==> config.mk <==
export PLATFORM = sky130hd
export DESIGN_NAME = uart_tx_cfg
export DESIGN_NICKNAME = d
export VERILOG_FILES = /design/src/rtl/uart_tx_cfg.sv
export SDC_FILE = /design/constraint.sdc
export NUM_CORES = 1
export LEC_CHECK = 0
export CORE_UTILIZATION = 30
export DETAILED_ROUTE_END_ITERATION = 8
export MAX_ROUTING_LAYER = met4
export PLACE_DENSITY = 0.5
export SYNTH_ARGS = -nofsm -noshare
export SYNTH_HDL_FRONTEND = slang
export SYNTH_SLANG_ARGS = --single-unit
==> constraint.sdc <==
create_clock -name clk -period 1.8 [get_ports clk]
set_input_delay 0.36 -clock clk [delete_from_list [all_inputs] [get_ports clk]]
set_output_delay 0.36 -clock clk [all_outputs]
set_load 0.005 [all_outputs]
==> src/rtl/uart_tx_cfg.sv <==
`default_nettype none
// ============================================================================
// Module   : uart_tx_cfg
// Purpose  : Parameterised UART transmitter (5..9 data bits, optional parity,
//            1 or 2 stop bits) with a global enable that freezes all timing.
// Revision : 1.0
// ============================================================================
module uart_tx_cfg #(
    parameter int WIDTH        = 8,
    parameter int CLKS_PER_BIT = 16,
    parameter int PARITY_MODE  = 0,
    parameter int STOP_BITS    = 1
) (
    input  logic             clk,
    input  logic             rst,
    input  logic             en,
    input  logic             d_valid,
    input  logic [WIDTH-1:0] d_in,
    output logic             d_ready,
    output logic             tx_data,
    output logic             tr_bz,
    output logic             tx_done
);

    localparam int BAUD_W = $clog2(CLKS_PER_BIT);
    localparam int BIT_W  = (WIDTH > 2) ? $clog2(WIDTH) : 1;

    localparam logic [2:0] c_IDLE   = 3'd0;
    localparam logic [2:0] c_START  = 3'd1;
    localparam logic [2:0] c_DATA   = 3'd2;
    localparam logic [2:0] c_PARITY = 3'd3;
    localparam logic [2:0] c_STOP   = 3'd4;

    localparam logic [BAUD_W-1:0] c_BAUD_MAX   = BAUD_W'(CLKS_PER_BIT - 1);
    localparam logic [BIT_W-1:0]  c_LAST_BIT   = BIT_W'(WIDTH - 1);
    localparam logic [BIT_W-1:0]  c_LAST_STOP  = BIT_W'(STOP_BITS - 1);
    localparam logic              c_HAS_PARITY = (PARITY_MODE != 0);
    localparam logic              c_ODD        = (PARITY_MODE == 2);

    logic [2:0]        r_state_q,  w_state_d;
    logic [BAUD_W-1:0] r_baud_q,   w_baud_d;
    logic [BIT_W-1:0]  r_bit_q,    w_bit_d;
    logic [WIDTH-1:0]  r_shift_q,  w_shift_d;
    logic              r_parity_q, w_parity_d;
    logic              r_tx_q,     w_tx_d;
    logic              r_bz_q,     w_bz_d;
    logic              r_done_q,   w_done_d;
    logic              w_accept;

    assign d_ready  = (r_state_q == c_IDLE) && en && !rst;
    assign w_accept = d_ready && d_valid;

    always_comb begin
        w_state_d  = r_state_q;
        w_baud_d   = r_baud_q;
        w_bit_d    = r_bit_q;
        w_shift_d  = r_shift_q;
        w_parity_d = r_parity_q;
        w_tx_d     = r_tx_q;
        w_done_d   = 1'b0;
        if (en) begin
            if (r_state_q == c_IDLE) begin
                w_tx_d = 1'b1;
                if (w_accept) begin
                    w_state_d  = c_START;
                    w_tx_d     = 1'b0;
                    w_baud_d   = c_BAUD_MAX;
                    w_bit_d    = '0;
                    w_shift_d  = d_in;
                    w_parity_d = (^d_in) ^ c_ODD;
                end
            end else if (r_baud_q != '0) begin
                w_baud_d = r_baud_q - 1'b1;
            end else begin
                // Bit boundary: reload the baud counter and present the next bit.
                w_baud_d = c_BAUD_MAX;
                case (r_state_q)
                    c_START: begin
                        w_state_d = c_DATA;
                        w_tx_d    = r_shift_q[0];
                        w_shift_d = r_shift_q >> 1;
                        w_bit_d   = '0;
                    end
                    c_DATA: begin
                        if (r_bit_q == c_LAST_BIT) begin
                            w_bit_d = '0;
                            if (c_HAS_PARITY) begin
                                w_state_d = c_PARITY;
                                w_tx_d    = r_parity_q;
                            end else begin
                                w_state_d = c_STOP;
                                w_tx_d    = 1'b1;
                            end
                        end else begin
                            w_tx_d    = r_shift_q[0];
                            w_shift_d = r_shift_q >> 1;
                            w_bit_d   = r_bit_q + 1'b1;
                        end
                    end
                    c_PARITY: begin
                        w_state_d = c_STOP;
                        w_tx_d    = 1'b1;
                        w_bit_d   = '0;
                    end
                    c_STOP: begin
                        w_tx_d = 1'b1;
                        if (r_bit_q == c_LAST_STOP) begin
                            w_state_d = c_IDLE;
                            w_bit_d   = '0;
                            w_done_d  = 1'b1;
                        end else begin
                            w_bit_d = r_bit_q + 1'b1;
                        end
                    end
                    default: begin
                        w_state_d = c_IDLE;
                        w_tx_d    = 1'b1;
                    end
                endcase
            end
        end
        w_bz_d = (w_state_d != c_IDLE);
    end

    always_ff @(posedge clk) begin
        if (rst) begin
            r_state_q  <= c_IDLE;
            r_baud_q   <= '0;
            r_bit_q    <= '0;
            r_shift_q  <= '0;
            r_parity_q <= 1'b0;
            r_tx_q     <= 1'b1;
            r_bz_q     <= 1'b0;
            r_done_q   <= 1'b0;
        end else begin
            r_state_q  <= w_state_d;
            r_baud_q   <= w_baud_d;
            r_bit_q    <= w_bit_d;
            r_shift_q  <= w_shift_d;
            r_parity_q <= w_parity_d;
            r_tx_q     <= w_tx_d;
            r_bz_q     <= w_bz_d;
            r_done_q   <= w_done_d;
        end
    end

    assign tx_data = r_tx_q;
    assign tr_bz   = r_bz_q;
    assign tx_done = r_done_q;

endmodule
`default_nettype wire

==> run summary <==
==========================================================================================
Wire length reported by the detailed router                                        2.54 mm
Synth-to-layout area growth                                                          29.0%
RSZ-0062 raised after global routing                                                    no
Cell count after placement                                                             197
Full die area                                                                   4190 sq um
Signal arrival time at the worst endpoint                                          1.93 ns
DRC violations left                                                                      0
Port Buf Inserts                                                                        15
Core ar.                                                                        3720 sq um
Path depth of the worst reg2reg path                                                     7
Leakage power                                                                     0.587 nW
Clock tree from TritonCTS                                                             done
Biggest fanout along the worst timing path                                               4
End of the worst register-to-register path                                    r_shift_q[2]$_SDFFE_PP0P_
Total routing resource utilization after global routing                              0.137
Number of hold-slack violations in the final timing report                               0
Num Clock Sinks                                                                         21
End point of the worst hold path                                              r_shift_q[7]$_SDFFE_PP0P_
Global route total overflow                                                              0
DP Area                                                                         1450 sq um
Vias in the first global route                                                        1003
Final setup vio count                                                                    0
Net count after synthesis                                                              144
Vias                                                                                   989
Synth Area in XOR/XNOR                                                             0.00742
Slew headroom                                                                        0.741
Layout filler cell count                                                               379
Final critical delay including setup and external delays                           1.73 ns
Portion of the post-synthesis area used by sequential elements                       0.356
Number of rows in the core area                                                         22
Cells after Synth                                                                      128
Die height                                                                         64.7 um
Worst slew pin tran                                                               0.384 ns
Final weighted congestion in routability-driven placement                            0.827
Share of synthesized cell area in full adder, half adder and majority cells         0.0424
Ratio of routed vias to standard cells                                                4.92
Post-synthesis mux area share                                                        0.104
Share of the synthesized area in compound gates (AO/OA/AOI/OAI)                      0.215
Mapped Avg Cell Area                                                            9.23 sq um
Final cell count without fillers                                                       201
Library cell with the highest instance count after synthesis                  sky130_fd_sc_hd__dfxtp_1
Clk Tree Root Cell                                                            sky130_fd_sc_hd__clkbuf_8
Library cell occupying the most area in the post-synthesis netlist            sky130_fd_sc_hd__dfxtp_1
Unique masters post-synth                                                               33
Type of element launching the critical path                                   primary input
Largest family of logic cells by synthesized area                             compound AO/OA/AOI/OAI gates
Slew Viols, Final                                                                        0
Register-to-register setup slack                                                   0.10 ns
Peak supply drop                                                                    464 uV
Final instance area                                                             1520 sq um
Maximum achievable frequency                                                       577 MHz
Number of nets at the end of the flow                                                  170
Top cells by area in the synthesized netlist                                  sky130_fd_sc_hd__dfxtp_1 36%, sky130_fd_sc_hd__mux2i_1 8.5%, sky130_fd_sc_hd__a21oi_1 4.7%, sky130_fd_sc_hd__a311oi_1 4.4%, sky130_fd_sc_hd__ha_1 4.2%
Fraction of layout cells with a size suffix above 1                                  0.176
Endpoint class of the critical path                                               register
Area share of the largest cell type after synthesis                                  0.356
Post-synthesis simple-gate area fraction                                             0.206
Worst hold path type                                                               reg2reg
Total power density per cell area                                              756 nW/um^2
Crit path required time                                                            1.99 ns
Critical path class                                                                 in2reg
Total I/O pin count                                                                     16
Reg2Reg Launch Point                                                          r_bit_q[0]$_SDFFE_PP0P_
Hold Crit Depth                                                                          2
Pin count of the biggest net entering global routing                                    18
H-tree depth                                                                             1
Max-cap violations                                                                       0
Flip-flop and latch count after synthesis                                               21
Cts bufs inserted                                                                        3
Antenna violations before repair                                                         0
Predominant post-synthesis flop cell                                          sky130_fd_sc_hd__dfxtp_1
Min-Delay Startpoint                                                          r_shift_q[7]$_SDFFE_PP0P_
Clock network latency to the later pin of the worst-skew pair                      0.26 ns
Ant diodes                                                                               0
Starting density of the core                                                         0.318
Share of the cycle needed by the critical path after routing                         0.963
Count of yosys warnings during synthesis                                                 0
Synthesized area                                                                1180 sq um
Number of enable flip-flop cells after synthesis                                         0
Share of flip-flops with an asynchronous set or reset                                    0
Clock skew                                                                     0.000700 ns
Final Total Pwr                                                                  0.00115 W
Die width                                                                          64.7 um
Iteration-0 DRC Markers                                                                 29
Post-CTS repair timing setup buffer count                                                0
Clock transition at the registers of the reported paths                            0.07 ns
Leading cell types by count after synthesis                                   21 x sky130_fd_sc_hd__dfxtp_1, 11 x sky130_fd_sc_hd__a21oi_1, 10 x sky130_fd_sc_hd__mux2i_1
Detail-routed net length per standard cell                                         12.6 um
Maximum buffer depth of the clock tree                                                   2
Wire length of the first global-routing pass                                       4.38 mm
Outcome                                                                       finished clean
HPWL Detailed                                                                      1.87 mm
Number of nets with antenna violations after detailed routing                            0
First-pass DRT Iterations                                                                4
==========================================================================================
-- layout by cell type (no fill, tap or decap), drive strengths merged --
master         netlist  layout
dfxtp               21      21
buf                  4      15
clkdlybuf4s50        0      14
a21oi               11      11
mux2i               11      11
a311oi               8       8
nor2                 7       7
nand2                7       7
o21ai                7       7
nand2b               6       6
inv                  5       5
or3                  5       5
a211oi               4       4
nor3                 4       4
ha                   4       4
clkbuf               5       4
nand3                3       3
o21a                 2       2
a221o                2       2
nor3b                2       2
nand3b               1       1
nand4bb              1       1
nor2b                1       1
nor4                 1       1
or2b                 1       1
or2                  1       1
and4bb               1       1
a31oi                1       1
o311a                1       1
xnor2                1       1
dlygate4sd2          0       1
-- cell type report --
class | count | area, sq um | area share
clock buffers | 4 | 45.0 | 0.0296
inverters | 5 | 18.8 | 0.0123
multi-input cells | 93 | 702 | 0.461
flip-flops and latches | 21 | 420 | 0.276
well taps | 48 | 60.1 | 0.0394
repair buffers | 30 | 278 | 0.182
-- timing repair --
| item | in CTS | in global routing |
|---|---|---|
| endpoints found under the setup margin | 1 | 4 |
| hold buffers | 0 | 0 |
| pin swaps | 0 | 1 |
| gates resized for setup | 1 | 4 |
-- state kept, by name (all words and copies together) (netlist names) --
| name | count |
|---|---|
| tx_done | 1 |
| tx_data | 1 |
| tr_bz | 1 |
| r_shift_q | 8 |
| r_baud_q | 4 |
| r_bit_q | 3 |
| r_state_q | 3 |
-- power by group --
part	switching (W)	internal, W
sequential	0.0000259	0.000503
clock	0.000152	0.000158
combinational	0.000144	0.000170
total	0.000322	0.000831
-- layer usage --
layer  global-route usage  vias to the layer above  routed length, um
met5                    -                        -                  0
met4               0.0333                        0                 14
met3               0.0335                        2                 86
met2                0.221                       14               1190
met1                0.171                      453               1250
li1                     -                      520                  -
-- critical path, stage by stage --
cell and delay [ns]:
sky130_fd_sc_hd__clkdlybuf4s50_1 0.57, sky130_fd_sc_hd__buf_4 0.15, sky130_fd_sc_hd__and4bb_2 0.26, sky130_fd_sc_hd__nand3_1 0.11, sky130_fd_sc_hd__a221o_1 0.35, sky130_fd_sc_hd__a21oi_1 0.13
-- worst max path at each step --
stage,from,endpoint,cells past startpoint
after floorplan,r_bit_q[0]$_SDFFE_PP0P_,r_shift_q[0]$_SDFFE_PP0P_,7
after global placement,en,d_ready,3
after detailed placement,en,d_ready,3
after CTS,r_state_q[2]$_SDFF_PP0_,d_ready,3
after global routing,rst,r_bit_q[0]$_SDFFE_PP0P_,6
final,en,r_bit_q[2]$_SDFFE_PP0P_,6
-- stage by stage --
stage	TNS [ns]	hold slack, ns	utilization	worst slack (ns)
3_3_place_gp	-0.798	0.464	0.391	-0.140
6_report	0	0.487	0.410	0.0668
4_1_cts	0	0.491	0.403	0.0323
3_5_place_dp	-1.15	0.475	0.391	-0.153
2_1_floorplan	0	0.437	-	0.130
5_1_grt	0	0.517	0.410	0.00110
-- kinds of logic (layout without fill, tap and decap cells) --
kind of cell | after synthesis | after routing
buf+inv | 14 | 39
xor+xnor | 1 | 1
mux | 11 | 11
flops | 21 | 21
simple gates | 41 | 41
compound gates | 36 | 36
fa+ha+maj | 4 | 4
No activity file was read; power rests on OpenSTA's default activity.
